===== config.mk =====
export PLATFORM = sky130hd
export DESIGN_NAME = camera_capture
export DESIGN_NICKNAME = d
export VERILOG_FILES = /design/src/rtl/camera_capture.sv
export SDC_FILE = /design/constraint.sdc
export NUM_CORES = 1
export LEC_CHECK = 0
export ABC_AREA = 1
export ABC_CLOCK_PERIOD_IN_PS = 3100
export BUFFER_PORTS_ARGS = -buffer_cell sky130_fd_sc_hd__buf_2
export CAP_MARGIN = 20
export CORE_MARGIN = 2
export CORE_UTILIZATION = 55
export CTS_BUF_LIST = sky130_fd_sc_hd__clkbuf_4 sky130_fd_sc_hd__clkbuf_8 sky130_fd_sc_hd__clkbuf_16
export CTS_CLUSTER_SIZE = 8
export DETAILED_ROUTE_END_ITERATION = 7
export PLACE_DENSITY = 0.78
export SLEW_MARGIN = 20
export SYNTH_ARGS = -nofsm -noshare
export SYNTH_HDL_FRONTEND = slang
export SYNTH_SLANG_ARGS = --single-unit

===== constraint.sdc =====
create_clock -name i_clk -period 3.1 [get_ports i_clk]
set_input_delay 0 -clock i_clk [delete_from_list [all_inputs] [get_ports i_clk]]
set_output_delay 0 -clock i_clk [all_outputs]
set_load 0.01 [all_outputs]

===== src/rtl/camera_capture.sv =====
// DVP camera capture front end: registers the pins, assembles BYTES_PER_PIXEL beats per pixel
// and tags pixels with row/col. Define CAMERA_CAPTURE_DECIMATE_EN to add i_decimate (even rows/cols only).
module camera_capture #(
   parameter int DATA_W          = 8,
   parameter int BYTES_PER_PIXEL = 2,
   parameter int ROW_W           = 10,
   parameter int COL_W           = 10,
   parameter int MAX_COLS        = 640,
   parameter int MAX_ROWS        = 480,
   parameter bit VSYNC_FRAME_LVL = 1'b1
) (
   input  logic                                i_clk,
   input  logic                                i_rst,
`ifdef CAMERA_CAPTURE_DECIMATE_EN
   input  logic                                i_decimate,
`endif
   input  logic                                i_vsync,
   input  logic                                i_href,
   input  logic [DATA_W-1:0]                   i_data,
   output logic                                o_valid,
   output logic [DATA_W*BYTES_PER_PIXEL-1:0]   o_data,
   output logic [ROW_W-1:0]                    o_row,
   output logic [COL_W-1:0]                    o_col,
   output logic                                o_frame_start,
   output logic                                o_frame_done,
   output logic [15:0]                         o_frame_cnt,
   output logic                                o_line_err
);

   localparam int PIX_W = DATA_W * BYTES_PER_PIXEL;
   localparam int IDX_W = (BYTES_PER_PIXEL > 1) ? $clog2(BYTES_PER_PIXEL) : 1;
   localparam logic [IDX_W-1:0] LAST_IDX = IDX_W'(BYTES_PER_PIXEL - 1);
   localparam logic [COL_W-1:0] COL_LIM  = COL_W'(MAX_COLS);
   localparam logic [ROW_W-1:0] ROW_LIM  = ROW_W'(MAX_ROWS);

   typedef enum logic [1:0] {
      WAIT_IDLE  = 2'd0,
      WAIT_FRAME = 2'd1,
      ACTIVE     = 2'd2
   } state_t;

   state_t              r_state;
   state_t              w_state_nxt;

   logic                r_vsync;
   logic                r_href;
   logic [DATA_W-1:0]   r_data;

   logic                r_in_line;
   logic [IDX_W-1:0]    r_idx;
   logic [PIX_W-1:0]    r_pix;
   logic [COL_W-1:0]    r_col;
   logic [ROW_W-1:0]    r_row;

   logic                r_valid;
   logic [PIX_W-1:0]    r_odata;
   logic [ROW_W-1:0]    r_orow;
   logic [COL_W-1:0]    r_ocol;
   logic                r_fstart;
   logic                r_fdone;
   logic [15:0]         r_fcnt;
   logic                r_lerr;

   logic                w_in_line_nxt;
   logic [IDX_W-1:0]    w_idx_nxt;
   logic [PIX_W-1:0]    w_pix_nxt;
   logic [COL_W-1:0]    w_col_nxt;
   logic [ROW_W-1:0]    w_row_nxt;
   logic                w_valid_nxt;
   logic [PIX_W-1:0]    w_odata_nxt;
   logic [ROW_W-1:0]    w_orow_nxt;
   logic [COL_W-1:0]    w_ocol_nxt;
   logic                w_fstart_nxt;
   logic                w_fdone_nxt;
   logic [15:0]         w_fcnt_nxt;
   logic                w_lerr_nxt;

   logic                w_vs_frame;
   logic                w_pix_done;
   logic [IDX_W-1:0]    w_idx_b;
   logic [COL_W-1:0]    w_col_b;
   logic                w_line_end;
   logic [PIX_W-1:0]    w_shift;
   logic                w_emit_ok;
   logic [ROW_W-1:0]    w_orow_val;
   logic [COL_W-1:0]    w_ocol_val;

   assign w_vs_frame = (r_vsync == VSYNC_FRAME_LVL);

   // First byte of a pixel ends up in the MSBs after the final shift.
   generate
      if (BYTES_PER_PIXEL == 1) begin : g_shift_one
         assign w_shift = r_data;
      end else begin : g_shift_multi
         assign w_shift = {r_pix[PIX_W-DATA_W-1:0], r_data};
      end
   endgenerate

`ifdef CAMERA_CAPTURE_DECIMATE_EN
   logic r_decim;
   logic w_decim_nxt;

   assign w_emit_ok  = !r_decim || (!r_row[0] && !r_col[0]);
   assign w_orow_val = r_decim ? (r_row >> 1) : r_row;
   assign w_ocol_val = r_decim ? (r_col >> 1) : r_col;
`else
   assign w_emit_ok  = 1'b1;
   assign w_orow_val = r_row;
   assign w_ocol_val = r_col;
`endif

   // Stage-1 pin registers; vsync resets to the frame level so a frame already
   // in progress at reset release is never mistaken for a fresh frame start.
   always_ff @(posedge i_clk) begin
      if (i_rst) begin
         r_vsync <= VSYNC_FRAME_LVL;
         r_href  <= 1'b0;
         r_data  <= '0;
      end else begin
         r_vsync <= i_vsync;
         r_href  <= i_href;
         r_data  <= i_data;
      end
   end

   always_ff @(posedge i_clk) begin
      if (i_rst) begin
         r_state   <= WAIT_IDLE;
         r_in_line <= 1'b0;
         r_idx     <= '0;
         r_pix     <= '0;
         r_col     <= '0;
         r_row     <= '0;
         r_valid   <= 1'b0;
         r_odata   <= '0;
         r_orow    <= '0;
         r_ocol    <= '0;
         r_fstart  <= 1'b0;
         r_fdone   <= 1'b0;
         r_fcnt    <= '0;
         r_lerr    <= 1'b0;
`ifdef CAMERA_CAPTURE_DECIMATE_EN
         r_decim   <= 1'b0;
`endif
      end else begin
         r_state   <= w_state_nxt;
         r_in_line <= w_in_line_nxt;
         r_idx     <= w_idx_nxt;
         r_pix     <= w_pix_nxt;
         r_col     <= w_col_nxt;
         r_row     <= w_row_nxt;
         r_valid   <= w_valid_nxt;
         r_odata   <= w_odata_nxt;
         r_orow    <= w_orow_nxt;
         r_ocol    <= w_ocol_nxt;
         r_fstart  <= w_fstart_nxt;
         r_fdone   <= w_fdone_nxt;
         r_fcnt    <= w_fcnt_nxt;
         r_lerr    <= w_lerr_nxt;
`ifdef CAMERA_CAPTURE_DECIMATE_EN
         r_decim   <= w_decim_nxt;
`endif
      end
   end

   always_comb begin
      w_state_nxt   = r_state;
      w_in_line_nxt = r_in_line;
      w_idx_nxt     = r_idx;
      w_pix_nxt     = r_pix;
      w_col_nxt     = r_col;
      w_row_nxt     = r_row;
      w_valid_nxt   = 1'b0;
      w_odata_nxt   = r_odata;
      w_orow_nxt    = r_orow;
      w_ocol_nxt    = r_ocol;
      w_fstart_nxt  = 1'b0;
      w_fdone_nxt   = 1'b0;
      w_fcnt_nxt    = r_fcnt;
      w_lerr_nxt    = 1'b0;
      w_pix_done    = 1'b0;
      w_idx_b       = r_idx;
      w_col_b       = r_col;
      w_line_end    = 1'b0;
`ifdef CAMERA_CAPTURE_DECIMATE_EN
      w_decim_nxt   = r_decim;
`endif

      case (r_state)
         WAIT_IDLE: begin
            if (!w_vs_frame) w_state_nxt = WAIT_FRAME;
         end

         WAIT_FRAME: begin
            if (w_vs_frame) begin
               w_state_nxt   = ACTIVE;
               w_fstart_nxt  = 1'b1;
               w_row_nxt     = '0;
               w_col_nxt     = '0;
               w_idx_nxt     = '0;
               w_in_line_nxt = 1'b0;
`ifdef CAMERA_CAPTURE_DECIMATE_EN
               w_decim_nxt   = i_decimate;
`endif
            end
         end

         ACTIVE: begin
            // A byte present in the frame-end cycle still counts, so the last
            // pixel's o_valid can coincide with o_frame_done.
            if (r_href) begin
               w_in_line_nxt = 1'b1;
               w_pix_nxt     = w_shift;
               if (r_idx == LAST_IDX) begin
                  w_idx_b    = '0;
                  w_pix_done = 1'b1;
               end else begin
                  w_idx_b    = r_idx + 1'b1;
               end
            end

            if (w_pix_done && (r_col != COL_LIM)) begin
               w_col_b = r_col + 1'b1;
               if ((r_row != ROW_LIM) && w_emit_ok) begin
                  w_valid_nxt = 1'b1;
                  w_odata_nxt = w_shift;
                  w_orow_nxt  = w_orow_val;
                  w_ocol_nxt  = w_ocol_val;
               end
            end

            w_line_end = (r_in_line && !r_href) || (!w_vs_frame && r_href);

            if (w_line_end) begin
               if ((w_idx_b != '0) || ((w_col_b != '0) && (w_col_b != COL_LIM)))
                  w_lerr_nxt = 1'b1;
               if ((w_col_b != '0) && (r_row != ROW_LIM))
                  w_row_nxt = r_row + 1'b1;
               w_col_nxt     = '0;
               w_idx_nxt     = '0;
               w_in_line_nxt = 1'b0;
            end else begin
               w_col_nxt = w_col_b;
               w_idx_nxt = w_idx_b;
            end

            if (!w_vs_frame) begin
               w_state_nxt = WAIT_FRAME;
               w_fdone_nxt = 1'b1;
               w_fcnt_nxt  = r_fcnt + 16'd1;
            end
         end

         default: w_state_nxt = WAIT_IDLE;
      endcase
   end

   assign o_valid       = r_valid;
   assign o_data        = r_odata;
   assign o_row         = r_orow;
   assign o_col         = r_ocol;
   assign o_frame_start = r_fstart;
   assign o_frame_done  = r_fdone;
   assign o_frame_cnt   = r_fcnt;
   assign o_line_err    = r_lerr;

endmodule


# Word level (Yosys, flattened, before mapping)
# Index checks and enable logic that the tools add are counted.
dict set report word_totals {
  rom_bits 0
  in_bits 12
  reg_bits 98
  memories 0
  out_inout_bits 56
  ram_bits 0
  latch_bits 0
}
dict set report op_classes {
  addsub 4
  bitwise 5
  n_reduce_logical 24
  shifts 0
  order_cmp 0
  n_eq_ne 10
  div_mod_pow 0
  n_mul 0
  n_mux 27
}
# cell n
set ops {}
lappend ops {{$mux 10} 6}
lappend ops {{$pmux 10 s2} 2}
lappend ops {{$add 10x1->10 const B} 2}
lappend ops {{$ne 10x10->1 const B} 2}
lappend ops {{$add 16x1->16 const B} 1}
lappend ops {{$mux 1} 14}
lappend ops {{$ne 10x9->1 const B} 1}
lappend ops {{$reduce_bool 10->1} 1}
lappend ops {{$ne 2x2->1 const B} 4}
lappend ops {{$reduce_and 2->1} 4}
lappend ops {{$reduce_and 3->1} 2}
lappend ops {{$reduce_or 2->1} 3}
lappend ops {{$reduce_or 3->1} 2}
lappend ops {{$logic_and 1x1->1} 5}
lappend ops {{$not 1->1} 5}
lappend ops {{$mux 2} 2}
lappend ops {{$pmux 1 s2} 2}
lappend ops {{$pmux 2 s2} 1}
lappend ops {{$reduce_and 4->1} 1}
lappend ops {{$ne 3x3->1 const B} 1}
lappend ops {{$eq 2x1->1 const B} 1}
lappend ops {{$eq 2x2->1 const B} 1}
lappend ops {{$logic_not 1->1} 2}
lappend ops {{$logic_not 2->1} 1}
lappend ops {{other kinds (3)} 4}

# Depth between registers and ports, before layout
dict set report depth {
  depth_word 11
  mapped_depth 16
}

# Least setup slack after synthesis
# No wires, ideal clock.
dict set report synth_path {
  kind {reg-to-reg}
  from {register r_col[0]}
  to {register r_row[8]}
  setup_ps 115
  path_buffers 1
  stages_incl_launch_ff 16
  path_slack_ps 1210
  synth_period_minus_slack_ps 1890
  arrival_time_ps 1775
  required_ps 2985
  cell_sequence {dfxtp_1 inv_1 ha_1 nand2_1 nor2_1 nand4_2 nand2_1 nand2_1 nand2_1 nor2_2 nand3_2 nand2_2 nand2_4 buf_6 a21oi_1 nor2_1}
}
dict set report synth_via {
  elab_chain_cells 8
}
# item line_no
set synth_lines {}
lappend synth_lines {{start: declaration} 52} ;# logic [COL_W-1:0] r_col;
lappend synth_lines {{start signal: assignment} 150} ;# r_col <= w_col_nxt;
lappend synth_lines {{branches (longest 2 deep; another with $add 10x1->10)} --}
lappend synth_lines {{$mux 10 *} 222} ;# if (w_pix_done && (r_col != COL_LIM)) begin
lappend synth_lines {{$mux 10 *} 189} ;# case (r_state)
lappend synth_lines {{$reduce_bool 10->1 *} 237} ;# if ((w_col_b != '0) && (r_row != ROW_LIM))
lappend synth_lines {{$logic_and 1x1->1 *} 237}
lappend synth_lines {{$ne 2x2->1 (no source line) *} --}
lappend synth_lines {{$reduce_and 4->1 (no source line) *} --}
lappend synth_lines {{end signal: assignment} 151} ;# r_row <= w_row_nxt;
lappend synth_lines {{end: declaration} 53} ;# logic [ROW_W-1:0] r_row;
# Mark *: on every way between the ends. The select of a mux whose other input is x is not followed.
# A chain may end at the register's enable or synchronous reset.

# Worst setup path after layout
dict set report layout_path {
  from {register r_href}
  to {register r_row[9]}
}
dict set report layout_via {
  elab_chain_cells 9
}
# item line_no
set layout_lines {}
lappend layout_lines {{start: declaration} 46} ;# logic r_href;
lappend layout_lines {{start signal: assignment} 121} ;# r_href <= i_href;
lappend layout_lines {{$mux 1} 211} ;# if (r_href) begin
lappend layout_lines {{$mux 1} 189}
lappend layout_lines {{$logic_and 1x1->1} 222}
lappend layout_lines {{$mux 10} 222}
lappend layout_lines {{$mux 10} 189}
lappend layout_lines {{$reduce_bool 10->1} 237}
lappend layout_lines {{$logic_and 1x1->1} 237}
lappend layout_lines {{$ne 2x2->1 (no source line)} --}
lappend layout_lines {{$reduce_and 4->1 (no source line) *} --}
# Every way passes the cells marked *; elsewhere a longest branch is shown, timed or not. The select of a mux whose other input is x is not followed.

==> summary.md <==
• 0 — aggregate global routing overflow
• 92.2 um — die span in x
• 2.87 ns — data arrival time of the worst path
• 4 — Detailed Routing Iterations Pass 1
• 3.37 ns — critical path required time
• 15,400 um — wire length of the first global-routing pass
• sky130_fd_sc_hd__clkbuf_8 — root cell of the clock tree
• 7650 um^2 — CORE AREA
• 0 ns — sum of negative setup slack
• 3,892 — total number of vias
• 0 — number of antenna violations at the first check in global routing
• 56 — largest net degree at the start of global routing
• sky130_fd_sc_hd__dfxtp_1 — most used flip-flop cell after synthesis
• 0.37 ns — clock latency at the later pin of the worst-skew pair
• 0 — number of buffers inserted to repair setup after CTS
• 0.0131 ns — Worst Clk Skew
• 0.10 ns — clock-pin slew reported for the worst setup and hold paths after clock tree synthesis
• 0 — final hold violations
• 92.2 um — Die Y-Extent
• 0.166 ns — worst hold slack across all endpoints
• 2.13 nW — Lkg Pwr
• 6250 um — HPWL Detailed
• 0 — count of flip-flops with a built-in enable after synthesis
• 0.571 ns — worst slack, placed
• 98 x sky130_fd_sc_hd__dfxtp_1, 91 x sky130_fd_sc_hd__nand2_1, 87 x sky130_fd_sc_hd__nor2_1 — most used cells in the layout excluding fill and tap cells
• flop — CP Capture Type
• 5.18 — number of vias per cell
• 0 — post-route ant nets
• 0.203 — layout cell share with drive strength beyond 1
• 0 — antenna diode count
• 9 — CTS Buf Count
• 0.559 — initial core utilization
• no — unrepaired setup endpoints after global routing
• 9230 um — routed wire length
• 157 — count of routing violations after the opening detailed-route iteration
• 33 — count of different cell masters after synthesis
• finished clean — run status
• 0.322 mV — largest voltage drop on the vdd net
• 8500 um^2 — die area
• 15.2% — signed area change from the synthesized netlist to the final layout
• 98 — Yosys reg bits
• 0 — count of warnings emitted by yosys
• 0 — post-route DRC violation count
• 68 — number of ports placed on the die boundary
• 0.645 — final standard cell utilization of the core
• done — TritonCTS clock tree
• 98 — Num Clock Sinks
• 0.459 — sequential element share of the synthesized area
• 662 — Final #Nets
• 0.223 — Total Routing Usage GR
• flop to flop — start-to-end type of the worst setup path
• 595 — Synth Net Count
• 2 — CTS max path bufs
• 7.41 um^2 — post-synthesis area per instance
• 4280 um^2 — Netlist Area Pre-Place
• 0 — count of final max-slew check failures
• flop — sort of element at the start of the critical path
• 0 — number of endpoints failing setup at the final stage
• 0 — max_cap viols
• 12.3 um — average routed wire per standard cell
• 3 — # H-tree levels
• primary input to flop — hold crit path type
• 0.833 ns — slew at the pin with the worst max-slew slack
• 0.444 — Max-slew headroom
• 577 — synthesized instance count
• 0.508 ns — post-route setup slack
• 0.836 — final clock period utilization by the worst path
• 2.59 ns — Final Critical Period
• 32 — Core Rows
• 0.386 GHz — highest achievable clock rate
• 67 — input/output buffers
• 0.915 — RePlAce Congestion
• 3,569 — via count of the first global-routing pass
• 446 nW/um^2 — power density over the cells
• 0 — Synth async-reset ratio
• sky130_fd_sc_hd__dfxtp_1 — most common cell after layout, fill and taps aside
• 19 — critical-path maximum fanout
-- cells by family (layout without fill, tap and decap cells) --
| family | count (synthesis) | after routing | share of synthesized area |
|---|---|---|---|
| xor+xnor | 3 | 3 | 0.00614 |
| flops | 98 | 98 | 0.459 |
| compound gates | 119 | 119 | 0.150 |
| simple gates | 264 | 264 | 0.284 |
| fa+ha+maj | 6 | 6 | 0.0175 |
| buf+inv | 87 | 159 | 0.0842 |
-- stage by stage --
stage          instance area (um^2)  power (mW)  std cells
2_1_floorplan                  4280        1.41        577
3_3_place_gp                   4650        1.43        725
3_5_place_dp                   4650        1.44        725
4_1_cts                        4930        2.22        751
5_1_grt                        4930        2.29        751
6_report                       4930        2.20        751
-- metal layers --
metal / share of wire / track usage / wire [um]
met1: 0.45 / 0.267 / 4190
met2: 0.49 / 0.392 / 4510
met3: 0.046 / 0.0526 / 422
met4: 0.011 / 0.0784 / 106
met5: 0 / 0 / 0
-- layout make-up --
type | instances | area [um^2]
multi-input cells | 392 | 1960
inverters | 61 | 229
clock inverters | 7 | 58.8
flip-flops and latches | 98 | 1960
clock buffers | 9 | 124
repair buffers | 82 | 473
fillers | 683 | 2720
well taps | 102 | 128
-- power breakdown --
| part | switching [mW] | internal (mW) |
|---|---|---|
| clock network | 0.471 | 0.308 |
| registers | 0.0177 | 1.28 |
| logic | 0.0767 | 0.0482 |
| total | 0.566 | 1.63 |
-- sequential cells by signal, summed over array words and instances (netlist names) --
register / flops
o_valid: 1
o_row: 10
r_row: 10
o_col: 10
o_frame_done: 1
r_idx: 1
r_state: 2
o_data: 16
r_href: 1
o_line_err: 1
o_frame_cnt: 16
r_col: 10
o_frame_start: 1
r_pix: 8
r_vsync: 1
r_in_line: 1
r_data: 8
-- synthesized netlist by cell type, types with 3 or more instances --
cell / count / area (um^2)
sky130_fd_sc_hd__nand2_1: 91 / 342
sky130_fd_sc_hd__nand3_2: 7 / 70.1
sky130_fd_sc_hd__nor3_1: 5 / 25.0
sky130_fd_sc_hd__o21ai_0: 51 / 255
sky130_fd_sc_hd__nor2_4: 3 / 33.8
sky130_fd_sc_hd__nand3_1: 38 / 190
sky130_fd_sc_hd__inv_2: 5 / 18.8
sky130_fd_sc_hd__a21oi_2: 8 / 70.1
sky130_fd_sc_hd__nor2_2: 9 / 56.3
sky130_fd_sc_hd__dfxtp_1: 98 / 1960
sky130_fd_sc_hd__buf_4: 4 / 30.0
sky130_fd_sc_hd__buf_2: 3 / 15.0
sky130_fd_sc_hd__inv_1: 55 / 206
sky130_fd_sc_hd__clkbuf_1: 15 / 56.3
sky130_fd_sc_hd__nand4_1: 9 / 56.3
sky130_fd_sc_hd__ha_1: 6 / 75.1
sky130_fd_sc_hd__nor2_1: 87 / 327
sky130_fd_sc_hd__a21oi_1: 53 / 265
sky130_fd_sc_hd__nand2_2: 7 / 43.8
-- worst max-delay path, cell delays in order, from the launching register on --
cell,delay [ns]
sky130_fd_sc_hd__dfxtp_1,0.57
sky130_fd_sc_hd__ha_1,0.55
sky130_fd_sc_hd__nand3_1,0.19
sky130_fd_sc_hd__nor2_2,0.19
sky130_fd_sc_hd__nand3_2,0.12
sky130_fd_sc_hd__nand2_2,0.10
sky130_fd_sc_hd__nand3_2,0.07
sky130_fd_sc_hd__nor2_2,0.12
sky130_fd_sc_hd__nand3_2,0.07
sky130_fd_sc_hd__nand2_2,0.08
sky130_fd_sc_hd__nand2_4,0.16
sky130_fd_sc_hd__nand2_1,0.13
sky130_fd_sc_hd__nand2_1,0.07
sky130_fd_sc_hd__nand2_1,0.06
sky130_fd_sc_hd__nor2_1,0.04
-- path summary, 6_finish.rpt --
path	start	endpoint	slack (ns)	cells past startpoint
setup / recovery	r_href	r_row[9]	0.51	14
hold / removal	i_rst	r_data[7]	0.17	2
setup reg to reg	r_href	r_row[9]	0.51	14
hold reg to reg	r_pix[6]	r_pix[6]	0.47	2
-- timing repair --
action / 4_1_cts / 5_1_grt
gates resized for setup: 0 / 0
hold buffers: 10 / 0
hold endpoints to repair: 10 / 0
setup endpoints to repair: 0 / 0
Note: power is estimated with default switching activity, not from simulation.
